**config.mk**
```make
export PLATFORM = sky130hd
export DESIGN_NAME = ifetch_unit
export DESIGN_NICKNAME = d
export VERILOG_FILES = /design/src/rtl/cpu_pkg.sv /design/src/rtl/ifetch_unit_fetch_queue.sv /design/src/rtl/ifetch_unit.sv
export SDC_FILE = /design/constraint.sdc
export NUM_CORES = 1
export LEC_CHECK = 0
export BUFFER_PORTS_ARGS = -buffer_cell sky130_fd_sc_hd__buf_4
export CAP_MARGIN = 15
export CORE_UTILIZATION = 40
export CTS_BUF_LIST = sky130_fd_sc_hd__clkbuf_8
export CTS_CLUSTER_SIZE = 8
export DETAILED_ROUTE_END_ITERATION = 16
export PLACE_DENSITY = 0.68
export SETUP_SLACK_MARGIN = 0.5
export SYNTH_ARGS = -nofsm -noshare
export SYNTH_HDL_FRONTEND = slang
export SYNTH_SLANG_ARGS = --single-unit
```
**constraint.sdc**
```tcl
create_clock -name clk -period 4.3 [get_ports clk]
set_input_delay 0.215 -clock clk [delete_from_list [all_inputs] [get_ports clk]]
set_output_delay 0.215 -clock clk [all_outputs]
set_load 0.05 [all_outputs]
```
**src/rtl/cpu_pkg.sv**
```systemverilog
// Shared fetch-stage types: fetch FSM states, datapath width, PC step and the
// {pc, instr} entry carried from fetch to decode.
package cpu_pkg;

    localparam int XLEN    = 32;
    localparam int PC_INCR = 4;

    typedef enum logic [1:0] {
        FETCH = 2'd0,  // no request outstanding
        WAIT  = 2'd1,  // one request outstanding, data will be kept
        DRAIN = 2'd2   // one request outstanding, data will be discarded
    } fetch_state_t;

    typedef struct packed {
        logic [XLEN-1:0] pc;
        logic [XLEN-1:0] instr;
    } fetch_entry_t;

endpackage

```
**src/rtl/ifetch_unit_fetch_queue.sv**
```systemverilog
// Synchronous FIFO holding fetched {pc, instr} pairs between fetch and decode.
// Simultaneous push and pop leave the count unchanged; clear empties the queue.
module fetch_queue #(
    parameter int DEPTH = 2,
    parameter int WIDTH = 64
) (
    input  logic                       clk,
    input  logic                       rst,
    input  logic                       push,
    input  logic                       pop,
    input  logic                       clear,
    input  logic [WIDTH-1:0]           wdata,
    output logic [WIDTH-1:0]           head,
    output logic [$clog2(DEPTH):0]     count
);

    localparam int AW = $clog2(DEPTH);

    logic [WIDTH-1:0] mem [DEPTH];
    logic [AW-1:0]    wr_ptr;
    logic [AW-1:0]    rd_ptr;

    always_ff @(posedge clk) begin
        if (rst || clear) begin
            wr_ptr <= '0;
            rd_ptr <= '0;
            count  <= '0;
        end else begin
            if (push) wr_ptr <= wr_ptr + 1'b1;
            if (pop)  rd_ptr <= rd_ptr + 1'b1;
            if (push && !pop)
                count <= count + 1'b1;
            else if (pop && !push)
                count <= count - 1'b1;
        end
    end

    // NOTE: storage is deliberately not reset; count gates every read, so stale
    // words are never observed and the array can map onto plain registers/RAM.
    always_ff @(posedge clk) begin
        if (push && !clear)
            mem[wr_ptr] <= wdata;
    end

    assign head = mem[rd_ptr];

endmodule

```
**src/rtl/ifetch_unit.sv**
```systemverilog
// Instruction fetch stage: issues one outstanding word fetch at a time, buffers
// {pc, instr} for decode and steers the PC register. Optional: IFETCH_BYPASS_EN.
module ifetch_unit
    import cpu_pkg::*;
#(
    parameter int XLEN     = cpu_pkg::XLEN,
    parameter int FQ_DEPTH = 2
) (
    input  logic            clk,
    input  logic            rst,
    input  logic [XLEN-1:0] pc_in,
    output logic            pc_write,
    output logic [XLEN-1:0] pc_next,
    output logic            imem_req,
    output logic [XLEN-1:0] imem_addr,
    input  logic            imem_gnt,
    input  logic            imem_rvalid,
    input  logic [XLEN-1:0] imem_rdata,
    input  logic            redirect,
    input  logic [XLEN-1:0] redirect_pc,
    output logic            id_valid,
    input  logic            id_ready,
    output logic [XLEN-1:0] id_instr,
    output logic [XLEN-1:0] id_pc
);

    localparam int CW = $clog2(FQ_DEPTH) + 1;

    fetch_state_t      state;
    fetch_state_t      state_nxt;
    logic [XLEN-1:0]   req_pc;
    logic [CW-1:0]     count;
    logic [2*XLEN-1:0] q_head;
    logic              credit;
    logic              grant;
    logic              push;
    logic              pop;
`ifdef IFETCH_BYPASS_EN
    logic              bypass_hit;
`endif

    fetch_queue #(
        .DEPTH (FQ_DEPTH),
        .WIDTH (2*XLEN)
    ) u_queue (
        .clk   (clk),
        .rst   (rst),
        .push  (push),
        .pop   (pop),
        .clear (redirect),
        .wdata ({req_pc, imem_rdata}),
        .head  (q_head),
        .count (count)
    );

    // NOTE: every signal written here gets a default first, so no path can
    // leave a value held and infer a latch.
    always_comb begin
        state_nxt = state;

        // An outstanding request reserves a queue slot before its data returns.
        credit    = (state == FETCH) ? (count < CW'(FQ_DEPTH)) : (count < CW'(FQ_DEPTH - 1));
        imem_req  = !rst && (state != DRAIN) && !redirect && credit
                    && ((state == FETCH) || imem_rvalid);
        imem_addr = pc_in;
        grant     = imem_req && imem_gnt;

        pc_write  = !rst && (redirect || grant);
        pc_next   = redirect ? {redirect_pc[XLEN-1:2], 2'b00} : pc_in + XLEN'(PC_INCR);

`ifdef IFETCH_BYPASS_EN
        bypass_hit = !rst && (count == '0) && (state == WAIT) && imem_rvalid && !redirect;
        id_valid   = (count != '0) || bypass_hit;
        {id_pc, id_instr} = bypass_hit ? {req_pc, imem_rdata} : q_head;
        push = (state == WAIT) && imem_rvalid && !redirect && !(bypass_hit && id_ready);
`else
        id_valid   = (count != '0);
        {id_pc, id_instr} = q_head;
        push = (state == WAIT) && imem_rvalid && !redirect;
`endif
        pop = (count != '0) && id_ready && !redirect;

        unique case (state)
            FETCH: if (grant) state_nxt = WAIT;
            WAIT: begin
                if (redirect)
                    state_nxt = imem_rvalid ? FETCH : DRAIN;
                else if (imem_rvalid)
                    state_nxt = grant ? WAIT : FETCH;
            end
            // A redirect while draining keeps draining until the stale word lands.
            DRAIN: if (imem_rvalid) state_nxt = FETCH;
            default: state_nxt = FETCH;
        endcase
    end

    // NOTE: sequential state uses non-blocking assignments so every register
    // samples pre-edge values regardless of process ordering.
    always_ff @(posedge clk) begin
        if (rst) begin
            state  <= FETCH;
            req_pc <= '0;
        end else begin
            state <= state_nxt;
            if (grant) req_pc <= pc_in;
        end
    end

endmodule

```
======== Word level (Yosys, flattened, before mapping) ========
Memories as Yosys holds them, arrays and structs flattened. A register that Yosys moved wholly into a read port is not among the register bits.
Index checks and enable logic that the tools add are counted.
word-level totals
  memories ................................ 1
  word-level logic and storage cells ...... 58
  RAM bits ................................ 128
  output and inout port bits .............. 131
  input port bits ......................... 102
  flip-flop bits (word level) ............. 38
operators by class
  equality and inequality tests ........... 6
  mux-type cells .......................... 15
  reductions and logical operators ........ 24
  $lt $le $gt $ge ......................... 2
  $add $sub $neg .......................... 5
memory list
  memory       depth  bits a word  rd ports  clocked after memory_dff  wr ports  line                           text
  u_queue.mem  2      64           1         1                         1         ifetch_unit_fetch_queue.sv:19  logic [WIDTH-1:0] mem [DEPTH];
operator list
  cell                   count
  $add 32x3->32 const B  1
  $mux 32                1
  $mux 2                 7
  $logic_and 1x1->1      13
  $mux 1                 6
  $ne 2x2->1 const B     3
  $pmux 2 s3             1
  $logic_not 1->1        4
  $reduce_bool 2->1      2
  $logic_or 1x1->1       3
  $ne 3x3->1 const B     1
  $reduce_and 3->1       1
  $add 1x1->1 const B    2
  $add 2x1->2 const B    1
  $eq 2x1->1 const B     1
  $eq 2x2->1 const B     1
  $logic_not 2->1        1
  $lt 2x1->1 const B     1
  $lt 2x2->1 const B     1
  $sub 2x1->2 const B    1

======== Logic depth before layout (Yosys ltp) ========
  depth after elaboration ................. 10
  gate-level depth with buffers ........... 9

======== Hierarchy ========
A second synthesis with hierarchy kept.
second synthesis, totals
  cell total of the unflattened synthesis .. 539
  area, all modules ....................... 7,282.0 um^2
modules (own cells, without submodules)
  module       instances  area each (um^2)  seq. area each (um^2)  cells an instance
  fetch_queue  1          4,805.9           3,943.8                219
  ifetch_unit  1          2,476.1           680.7                  320

======== Worst setup path before layout ========
No wires, ideal clock.
  path type ............................... register to register
  from .................................... register state[0]
  to ...................................... memory u_queue.mem[0][0] (enable)
  data required time ...................... 3.806 ns
  setup slack ............................. 0.010 ns
  cell stages (with the launch flop) ...... 3
  path buffers ............................ 0
  data arrival time ....................... 3.796 ns
  period minus slack after synthesis ...... 4.290 ns
  cells stage by stage .................... dfxtp_1 -> nor4b_1 -> nor2b_1
on the way
  longest elaborated chain between the ends .. 6
ends and longest elaborated chain
  element                         line                           text
  start: declaration              ifetch_unit.sv:29              fetch_state_t state;
  start signal: assignment        ifetch_unit.sv:104             state <= state_nxt;
  $eq 2x1->1                      ifetch_unit.sv:79              push = (state == WAIT) && imem_rvalid && !redirect;
  $logic_and 1x1->1 (2 in a row)  ifetch_unit.sv:79
  via push                        ifetch_unit.sv:36              logic push;
  $logic_and 1x1->1               ifetch_unit_fetch_queue.sv:41  if (push && !clear)
  $mux 1                          ifetch_unit_fetch_queue.sv:41
  $mux 1 (implied by the code)    ifetch_unit_fetch_queue.sv:42  mem[wr_ptr] <= wdata;
  end: declaration                ifetch_unit_fetch_queue.sv:19
The timed path passes the listed nets, and every way through them passes these cells.

======== Final worst setup path ========
  from .................................... register u_queue.count[1]
  to ...................................... output port pc_write
on the way
  longest elaborated chain between the ends .. 7
  elaborated cells between the ends (all ways) .. 8
  those cells by class .................... order compare: 2; mux: 1; reduce/logical: 5
ends and longest elaborated chain
  element                                   line                           text
  start: declaration                        ifetch_unit_fetch_queue.sv:14  output logic [$clog2(DEPTH):0] count
  start signal: assignment                  ifetch_unit_fetch_queue.sv:32  count <= count + 1'b1;
  start signal: assignment                  ifetch_unit_fetch_queue.sv:34  count <= count - 1'b1;
  $lt 2x1->1 or $lt 2x2->1 (tied branches)  ifetch_unit.sv:62              credit = (state == FETCH) ? (count < CW'(FQ_DEPTH)) : (count < CW'(FQ_DEPTH - 1));
  $mux 1 (*)                                ifetch_unit.sv:62
  $logic_and 1x1->1 (*)                     ifetch_unit.sv:63              imem_req = !rst && (state != DRAIN) && !redirect && credit
  $logic_and 1x1->1 (*)                     ifetch_unit.sv:64              && ((state == FETCH) || imem_rvalid);
  $logic_and 1x1->1 (*)                     ifetch_unit.sv:66              grant = imem_req && imem_gnt;
  $logic_or 1x1->1 (*)                      ifetch_unit.sv:68              pc_write = !rst && (redirect || grant);
  $logic_and 1x1->1 (*)                     ifetch_unit.sv:68
  end: declaration                          ifetch_unit.sv:12              output logic pc_write,
Mark *: on every way between the ends. The rest lies on a longest branch, timed or not.

==> run metrics <==
Lkg Pwr 3.735 nW; Setup Buffers After CTS 0; Synth Area in XOR/XNOR 0.01817; critical path cell sequence inv_1 -> ha_1 -> and3_1 -> o211ai_1 -> a21oi_1 -> buf_4; cell family with most CP delay compound AO/OA/AOI/OAI gates; via/cell ratio between 5 and 6; die height approximately 140 um; Seq/Total Area, Yosys 0.6396; internal power around 2.5 mW; Rows between 40 and 50; setup_tns 0 ns; worst path arrival time approximately 2.5 ns; Req. time, crit path a little over 4 ns; Remaining DRCs 0; Net Switching 0.8716 mW; most common cell after layout, fill and taps aside buf_4; Routed WL 17.64 mm; post-synthesis cell type count 43; HPWL Detailed about 12 mm; port bufs 230; max incr delay on CP slightly above 0.8 ns; Avg Cell Area, Syn approximately 13 um^2; Starting Density 0.4137; H-tree levels 4; Max Cap Viol 0; RSZ-0062 raised after global routing false; pin count of the biggest net entering global routing 65; first-pass GRT wire length 26.77 mm; CTS clk-pin slew, worst paths roughly 0.08 ns; Place WS approximately 1.6 ns; Compound-Gate Fraction of Synth Area 0.06558; Setup Viol. Count Final 0; status finished, final reports clean; CTS buffer count 17; register share of total power 0.521; most frequent cells in the layout buf_4, edfxtp_1, nand2_1; mean routed wirelength per cell 17.01 um; clk_lat worst skew between 0.4 and 0.5 ns; Filler cells around 1500; power per cell area roughly 350 nW/um^2; worst-margin pin slew between 1 and 1.5 ns; Clock Path Buffers 2; Clock power frac 0.343; Slowest-stage cell, CP o211ai_1; net switching share of the total power 0.2593; CTS tree yes; Syn Inst Count roughly 570; Synth Warn # 0; placer congestion estimate between 0.7 and 0.8; vias between 5000 and 6000; final hold viol count 0; post-synthesis mux area share 0.1026; Slew HR 0.3301; fin cells 1037; Util after Layout 0.5530; flops & latches, synth 167; total grt overflow 0; syn nets around 680; Chip Width roughly 140 um; CTS sink count 167; fraction of layout instances using a drive strength above 1 0.4212; Pwr Total about 3.4 mW; clock skew 0.006093 ns; max-slew violation count 0; worst setup margin 1.581 ns; combinational share of power 0.136; Top Ports about 230; area of the die around 19000 um^2; Worst setup EP type output port; mapped cell area approximately 7200 um^2; crit path max fanout 12; # diodes 0; GR Util All Layers 0.1913; critical path startpoint category flop; fin crit share 0.6324; CTS resizes 0; vias in the first global route around 5300; Placeable Area roughly 17000 um^2; post-route minimum period between 2 and 3 ns; TritonRoute pass-1 iters 5; ys async rst share 0; Layout area overhead 33.66%; largest family of logic cells by synthesized area simple AND/OR/NAND/NOR gates; Setup Crit Path Kind reg2out; Post-Place Cells between 900 and 1000; nets@finish ~910; Root Driver clkbuf_8; CP bufs+invs 2; VDD IR max 0.1603 mV; ys flop type edfxtp_1; number of synthesized flops with an enable pin 128; Antenna Nets Post-Route 0; simple-gate portion of the synthesized area 0.1128; Initial DRC Count 254; fmax approximately 0.37 GHz; initial antenna violation count 1; min-delay worst type in2reg; Synth Area in Adders 0.006922
==> area by class of cell <==
type | count | area [um^2] | share of cell area
clock inverter | 15 | 176.4 | 0.01825
timing repair buffer | 267 | 2087 | 0.2160
inverter | 9 | 33.78 | 0.003496
clock buffer | 17 | 234.0 | 0.02421
tap | 225 | 281.5 | 0.02913
sequential | 167 | 4628 | 0.4789
multi-input combinational | 337 | 2223 | 0.2301
==> per-layer routing <==
layer,track usage,wire length [um],vias up
li1,-,-,2516
met1,0.2254,7246,2564
met2,0.3336,8912,215
met3,0.04884,1247,21
met4,0.07099,221,2
met5,0,13,-
==> power groups by stage <==
stage               clock [mW]  sequential [mW]  combinational (mW)
global route              1.25             1.75               0.482
floorplan                    0             1.79               0.264
detailed placement           0             1.79               0.432
finish                    1.15             1.75               0.457
CTS                       1.19             1.75               0.458
global placement             0             1.79               0.425
==> state kept, by name (all words and copies together) (netlist names), named ones only <==
register	count
u_queue.rd_ptr	1
state	2
u_queue.wr_ptr	1
u_queue.count	2
req_pc	32
u_queue.mem	128
==> cells in the mapped netlist (2+ instances only) <==
library cell	instances	area [um^2]
inv_1	8	30.03
or3_2	5	37.54
nor4_1	2	12.51
o31ai_1	4	30.03
edfxtp_1	128	3844
nand3_1	9	45.04
a31oi_1	15	93.84
and3_1	2	12.51
mux2_2	65	732.0
buf_4	33	247.7
or3_1	6	37.54
nor2_1	20	75.07
or4_1	4	30.03
nor2b_1	3	18.77
or4_4	2	22.52
xor2_1	7	61.31
ha_1	4	50.05
buf_1	4	15.01
o21a_1	2	15.01
a21oi_1	35	175.2
clkbuf_1	19	71.32
nor3_1	11	55.05
xnor2_1	8	70.07
o21ai_0	23	115.1
and4_2	3	30.03
nand2_1	85	319.1
nand4_1	10	62.56
dfxtp_1	39	780.8
and2_1	2	12.51
==> logic make-up after synthesis <==
group,count (synthesis)
fa+ha+maj,4
compound gates,84
flops,167
buf+inv,68
xor+xnor,15
simple gates,168
mux,66
==> worst reg2reg max path, delay by kind of cell, from the launching register on <==
family	cells	cell delay [ns]
flip-flops	1	0.42
AND/OR/NAND/NOR	2	1.69
==> worst paths after layout <==
| check | from | endpoint | slack (ns) | depth (start not counted) |
|---|---|---|---|---|
| worst min register to register | req_pc[8] | u_queue.mem[0][40] | 0.46 | 0 |
| worst min-delay path | pc_in[1] | req_pc[1] | 0.06 | 3 |
| worst max register to register | state[0] | u_queue.mem[1][0] | 1.79 | 2 |
| worst max-delay path | u_queue.count[1] | pc_write | 1.58 | 6 |
==> per-stage QoR <==
stage	instance area, um^2	hold WS (ns)
finish	9664	0.05761
global placement	8924	0.4001
floorplan	7233	0.2943
detailed placement	8924	0.4036
global route	9664	0.02970
CTS	9664	0.01718
==> repair_timing <==
| action | 4_1_cts | 5_1_grt |
|---|---|---|
| endpoints found under the hold margin | 65 | 0 |
| setup endpoints to repair | 0 | 0 |
| hold buffers | 33 | 0 |
(Power assumes the default switching activity.)
